--- src/rtl/qos_ctrl_fsm_param_pkg.sv ---
// Purpose : shared types and FIFO-vector bit positions for the QoS control FSM.
// Latency : n/a (declarations only).
// Backpr. : n/a.
//
// Contents: qos_state_e state encoding, MF/VC/D bit-index helpers for the
// per-FIFO empty/error vectors, and the one-hot state-flag decode.
package qos_fsm_pkg;

  typedef enum logic [2:0] {
    ST_RESET  = 3'd0,
    ST_INIT   = 3'd1,
    ST_IDLE   = 3'd2,
    ST_ACTIVE = 3'd3,
    ST_ERROR  = 3'd4
  } qos_state_e;

  // FIFO vectors are ordered MF first, then VCs, then Ds.
  localparam int MF_BIT      = 0;
  localparam int VC_BIT_BASE = 1;

  function automatic int vc_bit(input int vc);
    return VC_BIT_BASE + vc;
  endfunction

  function automatic int d_bit(input int num_vc, input int d);
    return VC_BIT_BASE + num_vc + d;
  endfunction

  // Flag order is {error, active, idle, init}; RESET maps to all zero.
  function automatic logic [3:0] state_flags(input qos_state_e s);
    logic [3:0] f;
    f = 4'b0000;
    case (s)
      ST_INIT:   f = 4'b0001;
      ST_IDLE:   f = 4'b0010;
      ST_ACTIVE: f = 4'b0100;
      ST_ERROR:  f = 4'b1000;
      default:   f = 4'b0000;
    endcase
    return f;
  endfunction

endpackage

--- src/rtl/qos_ctrl_fsm_param_if.sv ---
// Purpose : bundles the configuration, FIFO status and status outputs of the QoS FSM.
// Latency : n/a (wires only).
// Backpr. : none; all signals are level/pulse status, no handshake.
//
// master : drives init, umbral_*_in, fifo_empties, fifo_errors; observes outputs.
// slave  : the FSM; observes config/status, drives umbral_*, state flags,
//          error_full and err_count.
interface qos_ctrl_fsm_param_if #(
  parameter int NUM_VC   = 2,
  parameter int NUM_D    = 2,
  parameter int MF_W     = 4,
  parameter int VC_W     = 16,
  parameter int D_W      = 4,
  parameter int ERRCNT_W = 8
);
  localparam int NUM_FIFO = 1 + NUM_VC + NUM_D;

  logic                    init;
  logic [MF_W-1:0]         umbral_mf_in;
  logic [NUM_VC*VC_W-1:0]  umbral_vc_in;
  logic [NUM_D*D_W-1:0]    umbral_d_in;
  logic [NUM_FIFO-1:0]     fifo_empties;
  logic [NUM_FIFO-1:0]     fifo_errors;

  logic [MF_W-1:0]         umbral_mf;
  logic [NUM_VC*VC_W-1:0]  umbral_vc;
  logic [NUM_D*D_W-1:0]    umbral_d;
  logic                    idle_out;
  logic                    active_out;
  logic                    init_out;
  logic                    error_out;
  logic [NUM_FIFO-1:0]     error_full;
  logic [ERRCNT_W-1:0]     err_count;

  modport master (
    output init, umbral_mf_in, umbral_vc_in, umbral_d_in, fifo_empties, fifo_errors,
    input  umbral_mf, umbral_vc, umbral_d, idle_out, active_out, init_out,
           error_out, error_full, err_count
  );

  modport slave (
    input  init, umbral_mf_in, umbral_vc_in, umbral_d_in, fifo_empties, fifo_errors,
    output umbral_mf, umbral_vc, umbral_d, idle_out, active_out, init_out,
           error_out, error_full, err_count
  );

endinterface

--- src/rtl/qos_ctrl_fsm_param_debounce.sv ---
// Purpose : counts consecutive all-empty cycles while ACTIVE; flags when ACTIVE may drop to IDLE.
// Latency : hold_done is combinational on the IDLE_HOLD-th consecutive all-empty cycle.
// Backpr. : none.
//
// Ports: clk, reset (sync, active-high), enable (state is ACTIVE),
//        all_empty (every FIFO empty this cycle), hold_done (leave ACTIVE now).
module qos_idle_debounce #(
  parameter int IDLE_HOLD = 2
) (
  input  logic clk,
  input  logic reset,
  input  logic enable,
  input  logic all_empty,
  output logic hold_done
);

  localparam int CW = (IDLE_HOLD > 1) ? $clog2(IDLE_HOLD) : 1;
  localparam logic [CW-1:0] LAST = CW'(IDLE_HOLD - 1);

  logic [CW-1:0] cnt_q;

  // cnt_q holds the number of all-empty cycles already seen, so the current
  // cycle completes the window when it equals IDLE_HOLD-1.
  assign hold_done = enable && all_empty && (cnt_q == LAST);

  always_ff @(posedge clk) begin
    if (reset) begin
      cnt_q <= '0;
    end else if (!enable || !all_empty || hold_done) begin
      // Restart on any busy cycle, outside ACTIVE, and once the window fires
      // so a later ACTIVE period starts from zero.
      cnt_q <= '0;
    end else begin
      cnt_q <= cnt_q + 1'b1;
    end
  end

endmodule

--- src/rtl/qos_ctrl_fsm_param.sv ---
// Purpose : PCIe QoS TC/VC control FSM; latches FIFO thresholds in INIT, tracks IDLE/ACTIVE, sticky ERROR.
// Latency : all outputs registered; state flags/errors update on the edge that samples the cause,
//           thresholds appear one cycle after the INIT cycle that loaded them.
// Backpr. : none; inputs are sampled every cycle.
//
// Ports: clk, reset (sync, active-high, highest priority) and bus (slave modport):
//   config in : init, umbral_mf_in, umbral_vc_in, umbral_d_in
//   status in : fifo_empties, fifo_errors (bit 0 MF, then VCs, then Ds)
//   outputs   : umbral_mf/vc/d, idle/active/init/error_out, error_full, err_count
module qos_ctrl_fsm_param
  import qos_fsm_pkg::*;
#(
  parameter int NUM_VC    = 2,
  parameter int NUM_D     = 2,
  parameter int MF_W      = 4,
  parameter int VC_W      = 16,
  parameter int D_W       = 4,
  parameter int IDLE_HOLD = 2,
  parameter int ERRCNT_W  = 8
) (
  input  logic               clk,
  input  logic               reset,
  qos_ctrl_fsm_param_if.slave bus
);

  localparam int NUM_FIFO = 1 + NUM_VC + NUM_D;

  qos_state_e state_q, state_d;

  logic [MF_W-1:0]        umbral_mf_q;
  logic [NUM_VC*VC_W-1:0] umbral_vc_q;
  logic [NUM_D*D_W-1:0]   umbral_d_q;
  logic [3:0]             flags_q;
  logic [NUM_FIFO-1:0]    error_full_q;
  logic [ERRCNT_W-1:0]    err_count_q;

  logic all_empty;
  logic any_err;
  logic hold_done;

  assign all_empty = &bus.fifo_empties;
  assign any_err   = |bus.fifo_errors;

  qos_idle_debounce #(
    .IDLE_HOLD (IDLE_HOLD)
  ) u_debounce (
    .clk       (clk),
    .reset     (reset),
    .enable    (state_q == ST_ACTIVE),
    .all_empty (all_empty),
    .hold_done (hold_done)
  );

  // Next state. Error beats init beats everything else; reset is applied in
  // the register process.
  always_comb begin
    state_d = state_q;
    case (state_q)
      ST_RESET: begin
        state_d = ST_INIT;
      end
      ST_INIT: begin
        if (any_err)        state_d = ST_ERROR;
        else if (!bus.init) state_d = ST_IDLE;
      end
      ST_IDLE: begin
        if (any_err)         state_d = ST_ERROR;
        else if (bus.init)   state_d = ST_INIT;
        else if (!all_empty) state_d = ST_ACTIVE;
      end
      ST_ACTIVE: begin
        // init is deliberately not looked at here: reconfiguration is only
        // allowed once traffic has drained back to IDLE.
        if (any_err)        state_d = ST_ERROR;
        else if (hold_done) state_d = ST_IDLE;
      end
      ST_ERROR: begin
        state_d = ST_ERROR;
      end
      default: begin
        state_d = ST_RESET;
      end
    endcase
  end

  always_ff @(posedge clk) begin
    if (reset) begin
      state_q      <= ST_RESET;
      flags_q      <= 4'b0000;
      umbral_mf_q  <= '0;
      umbral_vc_q  <= '0;
      umbral_d_q   <= '0;
      error_full_q <= '0;
      err_count_q  <= '0;
    end else begin
      state_q <= state_d;
      // Flags are registered from the next state so they line up with state_q.
      flags_q <= state_flags(state_d);

      if (state_q == ST_INIT) begin
        umbral_mf_q <= bus.umbral_mf_in;
        umbral_vc_q <= bus.umbral_vc_in;
        umbral_d_q  <= bus.umbral_d_in;
      end

      // Error capture keeps running in ERROR so late faults are still recorded.
      if (state_q != ST_RESET) begin
        error_full_q <= error_full_q | bus.fifo_errors;
        if (any_err && !(&err_count_q)) begin
          err_count_q <= err_count_q + 1'b1;
        end
      end
    end
  end

  assign bus.umbral_mf  = umbral_mf_q;
  assign bus.umbral_vc  = umbral_vc_q;
  assign bus.umbral_d   = umbral_d_q;
  assign bus.init_out   = flags_q[0];
  assign bus.idle_out   = flags_q[1];
  assign bus.active_out = flags_q[2];
  assign bus.error_out  = flags_q[3];
  assign bus.error_full = error_full_q;
  assign bus.err_count  = err_count_q;

endmodule
--- src/flat_wrapper.sv ---
// flat-port wrapper written by rule: the top's interface ports become plain ports
module qos_ctrl_fsm_param_flat import qos_fsm_pkg::*;
#(
  parameter int NUM_VC    = 2,
  parameter int NUM_D     = 2,
  parameter int MF_W      = 4,
  parameter int VC_W      = 16,
  parameter int D_W       = 4,
  parameter int IDLE_HOLD = 2,
  parameter int ERRCNT_W  = 8
)
  (clk, reset, bus_init, bus_umbral_mf_in, bus_umbral_vc_in, bus_umbral_d_in, bus_fifo_empties, bus_fifo_errors, bus_umbral_mf, bus_umbral_vc, bus_umbral_d, bus_idle_out, bus_active_out, bus_init_out, bus_error_out, bus_error_full, bus_err_count);
  qos_ctrl_fsm_param_if #(.NUM_VC(NUM_VC), .NUM_D(NUM_D), .MF_W(MF_W), .VC_W(VC_W), .D_W(D_W), .ERRCNT_W(ERRCNT_W)) bus_i ();
  input  logic clk;
  input  logic reset;
  input wire logic [$bits(bus_i.init)-1:0] bus_init;
  input wire logic [$bits(bus_i.umbral_mf_in)-1:0] bus_umbral_mf_in;
  input wire logic [$bits(bus_i.umbral_vc_in)-1:0] bus_umbral_vc_in;
  input wire logic [$bits(bus_i.umbral_d_in)-1:0] bus_umbral_d_in;
  input wire logic [$bits(bus_i.fifo_empties)-1:0] bus_fifo_empties;
  input wire logic [$bits(bus_i.fifo_errors)-1:0] bus_fifo_errors;
  output wire logic [$bits(bus_i.umbral_mf)-1:0] bus_umbral_mf;
  output wire logic [$bits(bus_i.umbral_vc)-1:0] bus_umbral_vc;
  output wire logic [$bits(bus_i.umbral_d)-1:0] bus_umbral_d;
  output wire logic [$bits(bus_i.idle_out)-1:0] bus_idle_out;
  output wire logic [$bits(bus_i.active_out)-1:0] bus_active_out;
  output wire logic [$bits(bus_i.init_out)-1:0] bus_init_out;
  output wire logic [$bits(bus_i.error_out)-1:0] bus_error_out;
  output wire logic [$bits(bus_i.error_full)-1:0] bus_error_full;
  output wire logic [$bits(bus_i.err_count)-1:0] bus_err_count;
  assign bus_i.init = bus_init;
  assign bus_i.umbral_mf_in = bus_umbral_mf_in;
  assign bus_i.umbral_vc_in = bus_umbral_vc_in;
  assign bus_i.umbral_d_in = bus_umbral_d_in;
  assign bus_i.fifo_empties = bus_fifo_empties;
  assign bus_i.fifo_errors = bus_fifo_errors;
  assign bus_umbral_mf = bus_i.umbral_mf;
  assign bus_umbral_vc = bus_i.umbral_vc;
  assign bus_umbral_d = bus_i.umbral_d;
  assign bus_idle_out = bus_i.idle_out;
  assign bus_active_out = bus_i.active_out;
  assign bus_init_out = bus_i.init_out;
  assign bus_error_out = bus_i.error_out;
  assign bus_error_full = bus_i.error_full;
  assign bus_err_count = bus_i.err_count;
  qos_ctrl_fsm_param #(.NUM_VC(NUM_VC), .NUM_D(NUM_D), .MF_W(MF_W), .VC_W(VC_W), .D_W(D_W), .IDLE_HOLD(IDLE_HOLD), .ERRCNT_W(ERRCNT_W)) u_core (.clk(clk), .reset(reset), .bus(bus_i));
endmodule
--- config.mk ---
export PLATFORM = sky130hd
export DESIGN_NAME = qos_ctrl_fsm_param_flat
export DESIGN_NICKNAME = d
export VERILOG_FILES = /design/src/rtl/qos_ctrl_fsm_param_pkg.sv /design/src/rtl/qos_ctrl_fsm_param_if.sv /design/src/rtl/qos_ctrl_fsm_param_debounce.sv /design/src/rtl/qos_ctrl_fsm_param.sv /design/src/flat_wrapper.sv
export SDC_FILE = /design/constraint.sdc
export NUM_CORES = 1
export LEC_CHECK = 0
export BUFFER_PORTS_ARGS = -buffer_cell sky130_fd_sc_hd__buf_2
export CAP_MARGIN = 20
export CORE_ASPECT_RATIO = 0.6
export CORE_MARGIN = 2
export CORE_UTILIZATION = 30
export DETAILED_ROUTE_END_ITERATION = 10
export PLACE_DENSITY = 0.62
export SLEW_MARGIN = 10
export SYNTH_ARGS = -nofsm -noshare
export SYNTH_HDL_FRONTEND = slang
export SYNTH_SLANG_ARGS = --single-unit
--- constraint.sdc ---
create_clock -name clk -period 2.05 [get_ports clk]
set_input_delay 0.1025 -clock clk [delete_from_list [all_inputs] [get_ports clk]]
set_output_delay 0.1025 -clock clk [all_outputs]
set_load 0.05 [all_outputs]
==> metrics.md, run 1 <==
| Metric | Value |
|---|---|
| Result of the run | `complete, no violations` |
| Setup Viol. Count Final | `0` |
| # rows | `25` |
| Hold path depth | `3` |
| Global-route total usage across every layer | `14.5%` |
| Full die area | `8900 um2` |
| Die H | `73.9 um` |
| Yosys warnings | `0` |
| Cell area reported after detailed placement | `3150 um2` |
| VDD IR-drop max | `0.453 mV` |
| Library cell with the largest summed area after synthesis | `dfxtp_1` |
| Clock tree from TritonCTS | `yes` |
| Time the worst path needs with I/O delays and setup | `1.79 ns` |
| Skew final | `0.00500 ns` |
| Post-synthesis net count | `356` |
| Flip-flop and latch count after synthesis | `65` |
| CP cell instances | `or3_1, o21ai_2, or4_2, a21oi_1` |
| Most frequent standard cell in the layout excluding fill and tap cells | `buf_2` |
| Largest fanout on the critical path | `11` |
| Mean instance size in the synthesized netlist | `8.20 um2` |
| Synth top area share | `53.3%` |
| Commonest non-fill, non-tap cells in the layout | `buf_2, nand2_1, dfxtp_1` |
| Maximum number of pins on one net before global-route repair | `45` |
| Worst-Margin Slew | `0.423 ns` |
| Via count of the routed design | `2434` |
| Remaining number of nets flagged by the antenna check after routing | `0` |
| Aggregate negative setup slack | `0 ns` |
| Initial drt markers | `112` |
| Depth of the most critical reg-to-reg path | `4` |
| Worst slack on hold paths | `0.0116 ns` |
| Number of H-tree branching levels | `3` |
| Final Worst Setup Slack | `0.262 ns` |
| Weighted congestion reported at the end of routability-driven placement | `0.856` |
| WP data arrival | `2.04 ns` |
| Tcrit/Tclk final | `87.2%` |
| Synth area leaders | `dfxtp_1, nand2_1, a21oi_1` |
| Post-synth EDFFs | `0` |
| F_max | `0.559 GHz` |
| Global-route wire length before repair | `9940 um` |
| Worst setup timing slack at the placement stage | `0.306 ns` |
| Total wire length after detailed routing | `6400 um` |
| Via count of the first global-routing pass | `2165` |
| Reported max-cap violation count | `0` |
| Endpoint required time on the critical path | `2.30 ns` |
| Wire length per cell | `12.1 um` |
| DPL Wire Length | `4480 um` |
| Horizontal die dimension | `120 um` |
| Maximum number of buffers from clock root to sink | `2` |
| Standby leakage power | `0.00158 uW` |
| Hold violation total from the final report | `0` |
| Post-layout total power | `3680 uW` |
| Start-to-end type of the worst setup path | `flop to flop` |
| TritonCTS buffer count | `9` |
| Mapped Area | `2440 um2` |
| Share of layout cells above drive strength 1 | `34.4%` |
| Relative slew margins | `71.5%` |
| Cell with the biggest individual delay on the critical path | `or4_2` |
| Worst hold path type | `input pin to flop` |
| Effective utilization at floorplan | `31.0%` |
| Remaining Overflow, GRT | `0` |
| Number of design rule violations left after detail routing | `0` |
| Post-synthesis to final-layout area growth | `41.5%` |
| Number of nets in the final layout | `472` |
| Layout Cell Area excl Fill | `3460 um2` |
| Top_reg_cell synth | `dfxtp_1` |
| Setup repair after global routing missed its margin | `false` |
| Count of input and output buffers | `117` |
| Clock tree root driver cell | `clkbuf_16` |
| # clock sinks | `65` |
| Count of mapped cells out of synthesis | `298` |
| Kind of start point of the critical path | `flop` |
| Core area | `7880 um2` |
| Count of pins over their slew limit | `0` |
| Crit end category | `flop` |
| Post-CTS clock slew at the launch and capture registers of the worst setup and hold paths | `0.05 ns` |
| Via-per-instance ratio | `4.62` |
| Ys async rst share | `0%` |
| Antenna violations before repair | `0` |
| Worst-Skew Late Latency | `0.32 ns` |
| Slowest cell delay on critical path | `0.66 ns` |
| Count of cell types in the netlist | `38` |
| Number of diodes added for antenna fixing | `0` |
| Power per cell area | `1070 nW/um2` |
| Iteration count of the initial detailed-routing pass | `4` |
| IO Count | `118` |
| Sequential element share of the synthesized area | `53.3%` |
-- state kept, by name, indices dropped and copies added (netlist names) --
register,cells
u_core.state_q,3
u_core.flags_q,4
u_core.bus.err_count,8
u_core.u_debounce.cnt_q,1
u_core.bus.umbral_vc,32
u_core.bus.error_full,5
u_core.bus.umbral_d,8
u_core.bus.umbral_mf,4
-- worst paths after layout --
path,from,endpoint,slack [ns]
hold / removal,bus_umbral_vc_in[25],u_core.bus.umbral_vc[25],0.01
setup / recovery,u_core.state_q[1],u_core.bus.err_count[3],0.26
hold reg to reg,u_core.u_debounce.cnt_q,u_core.u_debounce.cnt_q,0.43
setup reg to reg,u_core.state_q[1],u_core.bus.err_count[3],0.26
-- report_power, final --
part,internal (uW),leakage (uW),switching (uW)
registers,1360,0.000531,54.7
logic,212,0.000908,562
clock network,970,0.000144,521
total,2550,0.00158,1140
-- metal layers --
metal,up-vias,wire [um],GRT usage (%)
li1,1235,-,-
met5,-,0,0
met2,84,2610,20.8
met1,1106,3180,18.9
met3,9,528,6.91
met4,0,79,5.68
-- kinds of logic (layout without fill, tap and decap cells) --
logic type | Yosys count | in the layout | share of synthesized area (%)
adder cells (fa/ha/maj) | 2 | 2 | 0.922
buffers and inverters | 21 | 142 | 3.64
AND/OR/NAND/NOR | 137 | 137 | 25.5
multiplexers | 2 | 2 | 1.08
flip-flops | 65 | 65 | 53.3
AO/OA/AOI/OAI | 71 | 71 | 15.6
-- Yosys cell counts (all sizes together) (2+ instances only) --
master	count
o21ai	4
nor4	2
mux2	2
or4	4
buf	3
nor2b	5
nand2	93
dfxtp	65
nand3b	2
nand2b	2
a21oi	59
nand3	7
clkbuf	16
nor2	11
or3	4
nor3	3
o31ai	2
inv	2
-- layout make-up --
type / count / area (um2)
clock buffers: 13 / 250
clock inverters: 3 / 40.0
fillers: 834 / 4430
inverters: 2 / 7.51
multi-input cells: 212 / 1050
flip-flops and latches: 65 / 1300
well taps: 108 / 135
repair buffers: 124 / 668
-- critical path, delay by kind of cell, from the launching register on --
| kind | cells | cell delay (ns) |
|---|---|---|
| flip-flops | 1 | 0.48 |
| AND/OR/NAND/NOR | 2 | 0.92 |
| AO/OA/AOI/OAI | 2 | 0.32 |
-- metrics by stage --
stage                     std cells  utilization [%]
after floorplan                 298                -
after global placement          509             39.9
after detailed placement        509             39.9
after CTS                       527             43.9
after global routing            527             43.9
final                           527             43.9
-- what timing repair did --
action	in CTS	in global routing
hold buffers	2	0
hold endpoints to repair	2	0
buffers inserted	0	0
resized for setup	0	0
(Power assumes the default switching activity.)
==> run 2: changes to the inputs <==
--- a/config.mk
+++ b/config.mk
@@ -15,4 +15,5 @@
 export SLEW_MARGIN = 10
 export SYNTH_ARGS = -nofsm -noshare
 export SYNTH_HDL_FRONTEND = slang
+export SYNTH_HIERARCHICAL = 1
 export SYNTH_SLANG_ARGS = --single-unit
==> run 2 against run 1 <==
  * Combinational power fell by 2%
  * Routed wire length rose by 1.5%
  * Die area fell by 1.1%
  * First-iteration DRC count fell by 13%
  * Largest cell class unchanged
  * Power rose by 11%
  * Largest power group unchanged
  * Register-to-register slack improved by 0.04 ns
  * Worst setup slack improved by 0.040 ns
  * Design area rose by 3.0%
  * Critical path depth did not move
  * Critical endpoint is now u_core/bus.err_count[5]
  * Global-route usage rose by 0.74 points
==> metrics.md, run 2 <==
| Metric | Value |
|---|---|
| Result of the run | `complete, no violations` |
| Commonest non-fill, non-tap cells in the layout | `buf_2, nand2_1, dfxtp_1` |
| Crit path buffers/inverters | `0` |
| Area taken by flip-flops and latches | `1300 um2` |
| Power per cell area | `1150 nW/um2` |
| Wire length per cell | `12.2 um` |
| Portion of total power attributed to combinational logic | `18.7%` |
| Hold path depth | `3` |
| Maximum number of buffers from clock root to sink | `2` |
| Post-synthesis net count | `353` |
| Commonest cells in the synthesized netlist | `nand2_1, dfxtp_1, a21oi_1, clkbuf_1, nor2_1` |
| Global-route wire length before repair | `10100 um` |
| Skew final | `0.00397 ns` |
| Iteration count of the initial detailed-routing pass | `4` |
| Die H | `73.5 um` |
| Via count of the routed design | `2417` |
| Delay-heaviest family, CP | `simple AND/OR/NAND/NOR gates` |
| Worst setup timing slack at the placement stage | `0.319 ns` |
| Weighted congestion reported at the end of routability-driven placement | `0.785` |
| Most frequent standard cell in the layout excluding fill and tap cells | `buf_2` |
| Final Non-Filler Cells | `531` |
| Sequential element share of the synthesized area | `53.9%` |
| Number of diodes added for antenna fixing | `0` |
| TritonCTS buffer count | `9` |
| Slowest cell delay on critical path | `0.45 ns` |
| Count of mapped cells out of synthesis | `295` |
| Final-layout fill cell count | `784` |
| Count of cell types in the netlist | `36` |
| Setup repair after global routing missed its margin | `false` |
| Top_reg_cell synth | `dfxtp_1` |
| Post-layout total power | `4080 uW` |
| Depth of the most critical reg-to-reg path | `4` |
| Cell with the biggest individual delay on the critical path | `dfxtp_1` |
| Via-per-instance ratio | `4.55` |
| CP cell instances | `or3_1, o21ai_2, nor4_1, mux2_1` |
| Relative slew margins | `63.5%` |
| Stages on worst setup path | `4` |
| Horizontal die dimension | `120 um` |
| Antenna violations before repair | `1` |
| Effective utilization at floorplan | `30.8%` |
| VDD IR-drop max | `0.545 mV` |
| Via count of the first global-routing pass | `2120` |
| Register share of total power | `34.7%` |
| Initial drt markers | `98` |
| Number of design rule violations left after detail routing | `0` |
| IO Count | `118` |
| Post-synthesis to final-layout area growth | `47.4%` |
| Start-to-end type of the worst setup path | `flop to flop` |
| Library cell with the largest summed area after synthesis | `dfxtp_1` |
| Count of pins over their slew limit | `0` |
| Synth top area share | `53.9%` |
| WP data arrival | `1.95 ns` |
| Cell internal pwr | `2940 uW` |
| Final Worst Setup Slack | `0.302 ns` |
| Hold Buf Count CTS | `9` |
| Number of placed instances, taps included | `505` |
| Time the worst path needs with I/O delays and setup | `1.75 ns` |
| Reported max-cap violation count | `0` |
| Number of H-tree branching levels | `3` |
| Post-synth EDFFs | `0` |
| Switching power total | `1140 uW` |
| Full die area | `8810 um2` |
| Post-CTS setup buffer count | `0` |
| Setup Viol. Count Final | `0` |
| Clock tree from TritonCTS | `yes` |
| Maximum number of pins on one net before global-route repair | `45` |
| Hold violation total from the final report | `0` |
| Combined area of the multi-input logic cells | `1020 um2` |
| Global-route total usage across every layer | `15.3%` |
| F_max | `0.572 GHz` |
| Worst-Skew Late Latency | `0.32 ns` |
| Kind of start point of the critical path | `flop` |
| Ys async rst share | `0%` |
| Layout Cell Area excl Fill | `3560 um2` |
| Worst-Margin Slew | `0.545 ns` |
| Standby leakage power | `0.00163 uW` |
| Number of nets in the final layout | `476` |
| Yosys warnings | `6` |
| Clock tree root driver cell | `clkbuf_16` |
| Remaining Overflow, GRT | `0` |
| Post-cts resize count | `0` |
| Worst hold path type | `input pin to flop` |
| # clock sinks | `65` |
| DPL Wire Length | `4640 um` |
| Endpoint required time on the critical path | `2.25 ns` |
| Top-count cell post-synth | `nand2_1` |
| Aggregate negative setup slack | `0 ns` |
| Clock power share | `46.6%` |
| Crit end category | `flop` |
| Cell area reported after detailed placement | `3080 um2` |
| Flip-flop and latch count after synthesis | `65` |
| Remaining number of nets flagged by the antenna check after routing | `0` |
| Tcrit/Tclk final | `85.3%` |
| Max reg flops | `32` |
| Share of layout cells above drive strength 1 | `33.6%` |
| Post-CTS clock slew at the launch and capture registers of the worst setup and hold paths | `0.05 ns` |
| Mapped Area | `2410 um2` |
| Largest fanout on the critical path | `11` |
| Mean instance size in the synthesized netlist | `8.19 um2` |
| Net switching fraction of the power | `28.0%` |
| Total wire length after detailed routing | `6500 um` |
| Synth area leaders | `dfxtp_1, nand2_1, a21oi_1` |
| # rows | `25` |
| Count of input and output buffers | `117` |
| Core area | `7850 um2` |
-- run 2: path summary, 6_finish.rpt --
path	from	end	slack (ns)
max	u_core/state_q[0]	u_core/bus.err_count[5]	0.30
min	bus_umbral_d_in[6]	u_core/bus.umbral_d[6]	0.02
max reg2reg	u_core/state_q[0]	u_core/bus.err_count[5]	0.30
min reg2reg	u_core/bus.umbral_mf[0]	u_core/bus.umbral_mf[0]	0.45
-- run 2: routing by layer --
layer / part of all wire (%) / track usage, % / wire, um
met1: 48 / 20.1 / 3130
met3: 11 / 9.01 / 732
met5: 0 / 0 / 0
met2: 40 / 20.4 / 2570
met4: 0.97 / 5.49 / 63
-- run 2: power by group through the flow --
| stage | Combinational (uW) | Sequential, uW | Clock (uW) |
|---|---|---|---|
| after global routing | 823 | 1430 | 2000 |
| after detailed placement | 753 | 1440 | 0 |
| after global placement | 747 | 1440 | 0 |
| after floorplan | 244 | 1750 | 0 |
| final | 763 | 1420 | 1900 |
| after CTS | 767 | 1410 | 1950 |
-- run 2: layout make-up --
class / instances / share of cell area, %
multi-input cells: 209 / 28.7
well taps: 108 / 3.80
repair buffers: 131 / 20.1
clock buffers: 11 / 7.10
inverters: 2 / 0.211
clock inverters: 5 / 3.51
flip-flops and latches: 65 / 36.6
-- run 2: cell families after synthesis --
| kind of cell | Yosys count | share of synthesized area (%) |
|---|---|---|
| compound gates | 69 | 15.8 |
| buf+inv | 21 | 3.78 |
| fa+ha+maj | 1 | 0.518 |
| flops | 65 | 53.9 |
| simple gates | 136 | 24.7 |
| mux | 3 | 1.35 |
-- run 2: worst min-delay path, stage by stage --
cell and delay [ns]:
buf_2 0.09, nand2_1 0.04, a21oi_1 0.05
-- run 2: stage by stage --
step | utilization, % | hold slack, ns
2_1_floorplan | - | 0.239
3_3_place_gp | 39.3 | 0.342
3_5_place_dp | 39.3 | 0.347
4_1_cts | 45.2 | 0.0000788
5_1_grt | 45.3 | 0.00285
6_report | 45.3 | 0.0150
==> run 3: changes to the inputs <==
--- a/config.mk
+++ b/config.mk
@@ -9,9 +9,9 @@
 export CAP_MARGIN = 20
 export CORE_ASPECT_RATIO = 0.6
 export CORE_MARGIN = 2
-export CORE_UTILIZATION = 30
+export CORE_UTILIZATION = 45
 export DETAILED_ROUTE_END_ITERATION = 10
-export PLACE_DENSITY = 0.62
+export PLACE_DENSITY = 0.84
 export SLEW_MARGIN = 10
 export SYNTH_ARGS = -nofsm -noshare
 export SYNTH_HDL_FRONTEND = slang
==> run 3 against run 2 <==
  * Routed wire length increased by 7.0%
  * Cell count decreased by 3.0%
  * Clock skew increased by 0.0041 ns
  * Flip-flop and latch count unchanged
  * Combinational power increased by 8.4%
  * Power decreased by 19%
  * Critical path type is now input pin to flop
  * Largest cell class unchanged
  * Largest power group is now registers
==> metrics.md, run 3 (synthesized netlist as in run 2, its figures left out) <==
| Metric | Value |
|---|---|
| Via-per-instance ratio | `4.97` |
| Iteration count of the initial detailed-routing pass | `4` |
| Setup Viol. Count Final | `0` |
| Destination of the worst hold path | `u_core/bus.error_full[4]` |
| Effective utilization at floorplan | `47.3%` |
| Via count of the routed design | `2559` |
| Remaining number of nets flagged by the antenna check after routing | `0` |
| Startpoint of the worst-slack reg-to-reg timing path | `u_core/state_q[0]` |
| Full die area | `5990 um2` |
| Count of input and output buffers | `117` |
| Endpoint required time on the critical path | `2.27 ns` |
| Worst-Skew Late Latency | `0.34 ns` |
| Antenna violations before repair | `0` |
| Die H | `60.7 um` |
| Depth of the most critical reg-to-reg path | `4` |
| Relative slew margins | `62.0%` |
| Net switching fraction of the power | `32.8%` |
| Max reg flops | `32` |
| Share of layout cells above drive strength 1 | `31.2%` |
| Crit end category | `flop` |
| Post-CTS clock slew at the launch and capture registers of the worst setup and hold paths | `0.06 ns` |
| Setup slack of the most critical reg-to-reg path | `0.29 ns` |
| DPL Wire Length | `4240 um` |
| Layout Cell Area excl Fill | `3620 um2` |
| Portion of total power attributed to combinational logic | `25.0%` |
| Horizontal die dimension | `98.6 um` |
| Global-route wire length before repair | `10600 um` |
| Post-synthesis to final-layout area growth | `49.9%` |
| Kind of start point of the critical path | `input pin` |
| Remaining Overflow, GRT | `0` |
| Hold violation total from the final report | `0` |
| # clock sinks | `65` |
| Terminus of the critical flop-to-flop path | `u_core/bus.err_count[5]` |
| Post-layout total power | `3310 uW` |
| Commonest non-fill, non-tap cells in the layout | `buf_2, nand2_1, dfxtp_1` |
| Result of the run | `complete, no violations` |
| Most frequent standard cell in the layout excluding fill and tap cells | `buf_2` |
| Worst slack on hold paths | `0.0200 ns` |
| Hold_sp | `bus_fifo_errors[4]` |
| Maximum number of buffers from clock root to sink | `2` |
| Tcrit/Tclk final | `94.5%` |
| Time the worst path needs with I/O delays and setup | `1.94 ns` |
| Weighted congestion reported at the end of routability-driven placement | `0.886` |
| Core area | `5100 um2` |
| Clock power share | `32.3%` |
| Cell internal pwr | `2230 uW` |
| # rows | `20` |
| Standby leakage power | `0.00166 uW` |
| Final Worst Setup Slack | `0.113 ns` |
| WP data arrival | `2.15 ns` |
| Register share of total power | `42.8%` |
| VDD IR-drop max | `0.560 mV` |
| Aggregate negative setup slack | `0 ns` |
| Clock tree from TritonCTS | `yes` |
| Via count of the first global-routing pass | `2306` |
| Maximum number of pins on one net before global-route repair | `42` |
| Worst hold path type | `input pin to flop` |
| Global-route total usage across every layer | `22.9%` |
| Reported max-cap violation count | `0` |
| Start-to-end type of the worst setup path | `input pin to flop` |
| Power per cell area | `914 nW/um2` |
| Final-layout fill cell count | `402` |
| Count of pins over their slew limit | `0` |
| Switching power total | `1080 uW` |
| Hold path depth | `3` |
| Total wire length after detailed routing | `6950 um` |
| Skew final | `0.00807 ns` |
| Number of diodes added for antenna fixing | `0` |
| Number of design rule violations left after detail routing | `0` |
| F_max | `0.516 GHz` |
| Wire length per cell | `13.5 um` |
| IO Count | `118` |
| Setup repair after global routing missed its margin | `false` |
| Number of H-tree branching levels | `3` |
| Cell area reported after detailed placement | `3050 um2` |
| Worst setup timing slack at the placement stage | `0.318 ns` |
| Clock tree root driver cell | `clkbuf_8` |
| Initial drt markers | `154` |
| TritonCTS buffer count | `9` |
| Largest fanout on the critical path | `11` |
| Number of nets in the final layout | `503` |
| Worst-Margin Slew | `0.568 ns` |
run 3: changes by cell type in the layout (fill, tap and decap cells not counted), sizes merged:
| cell | change |
|---|---|
| bufinv | -3 |
| clkbuf | +1 |
| clkinv | +1 |
| dlygate4sd3 | +27 |
run 3: through the flow:
step,std cells,util [%]
6_report,515,70.9
3_3_place_gp,463,59.8
2_1_floorplan,295,-
4_1_cts,514,70.7
3_5_place_dp,463,59.8
5_1_grt,515,70.9
run 3: routing by layer:
metal	routed length [um]	share of wire [%]	track usage [%]
met2	3130	45	37.9
met3	767	11	9.56
met4	89	1.3	9.59
met1	2960	43	27.3
met5	0	0	0
run 3: area by class of cell:
cell class	instances	area [um2]	area share, %
timing repair buffer	158	1010	27.9
multi-input combinational	209	1020	28.2
tap	66	82.6	2.28
clock inverter	3	40.0	1.11
inverter	2	7.51	0.207
sequential	65	1300	35.9
clock buffer	12	155	4.29
run 3: what timing repair did:
action | in CTS | in global routing
setup buffers | 0 | 0
hold endpoints to repair | 36 | 1
resized for setup | 0 | 0
hold buffers | 36 | 1
run 3: worst max path at each step:
stage / start / end / depth (start not counted)
finish: bus_fifo_errors[3] / u_core/bus.err_count[5] / 6
global route: bus_fifo_errors[3] / u_core/bus.err_count[5] / 6
CTS: bus_fifo_errors[3] / u_core/bus.err_count[5] / 6
detailed placement: u_core/bus.err_count[0] / u_core/bus.err_count[5] / 5
global placement: bus_fifo_errors[3] / u_core/bus.err_count[5] / 5
floorplan: u_core/bus.err_count[1] / u_core/bus.err_count[5] / 5
run 3: critical path, stage by stage:
cell and delay [ns]:
dlygate4sd3_1 0.53, buf_2 0.13, or4_4 0.57, o21ai_2 0.38
nor4_1 0.12, mux2_1 0.33
run 3: power groups by stage:
stage	clock network (uW)	registers, uW	logic (uW)
final	1070	1420	827
after global routing	1150	1430	875
after CTS	1100	1410	817
after detailed placement	0	1440	764
after global placement	0	1440	754
after floorplan	0	1750	244
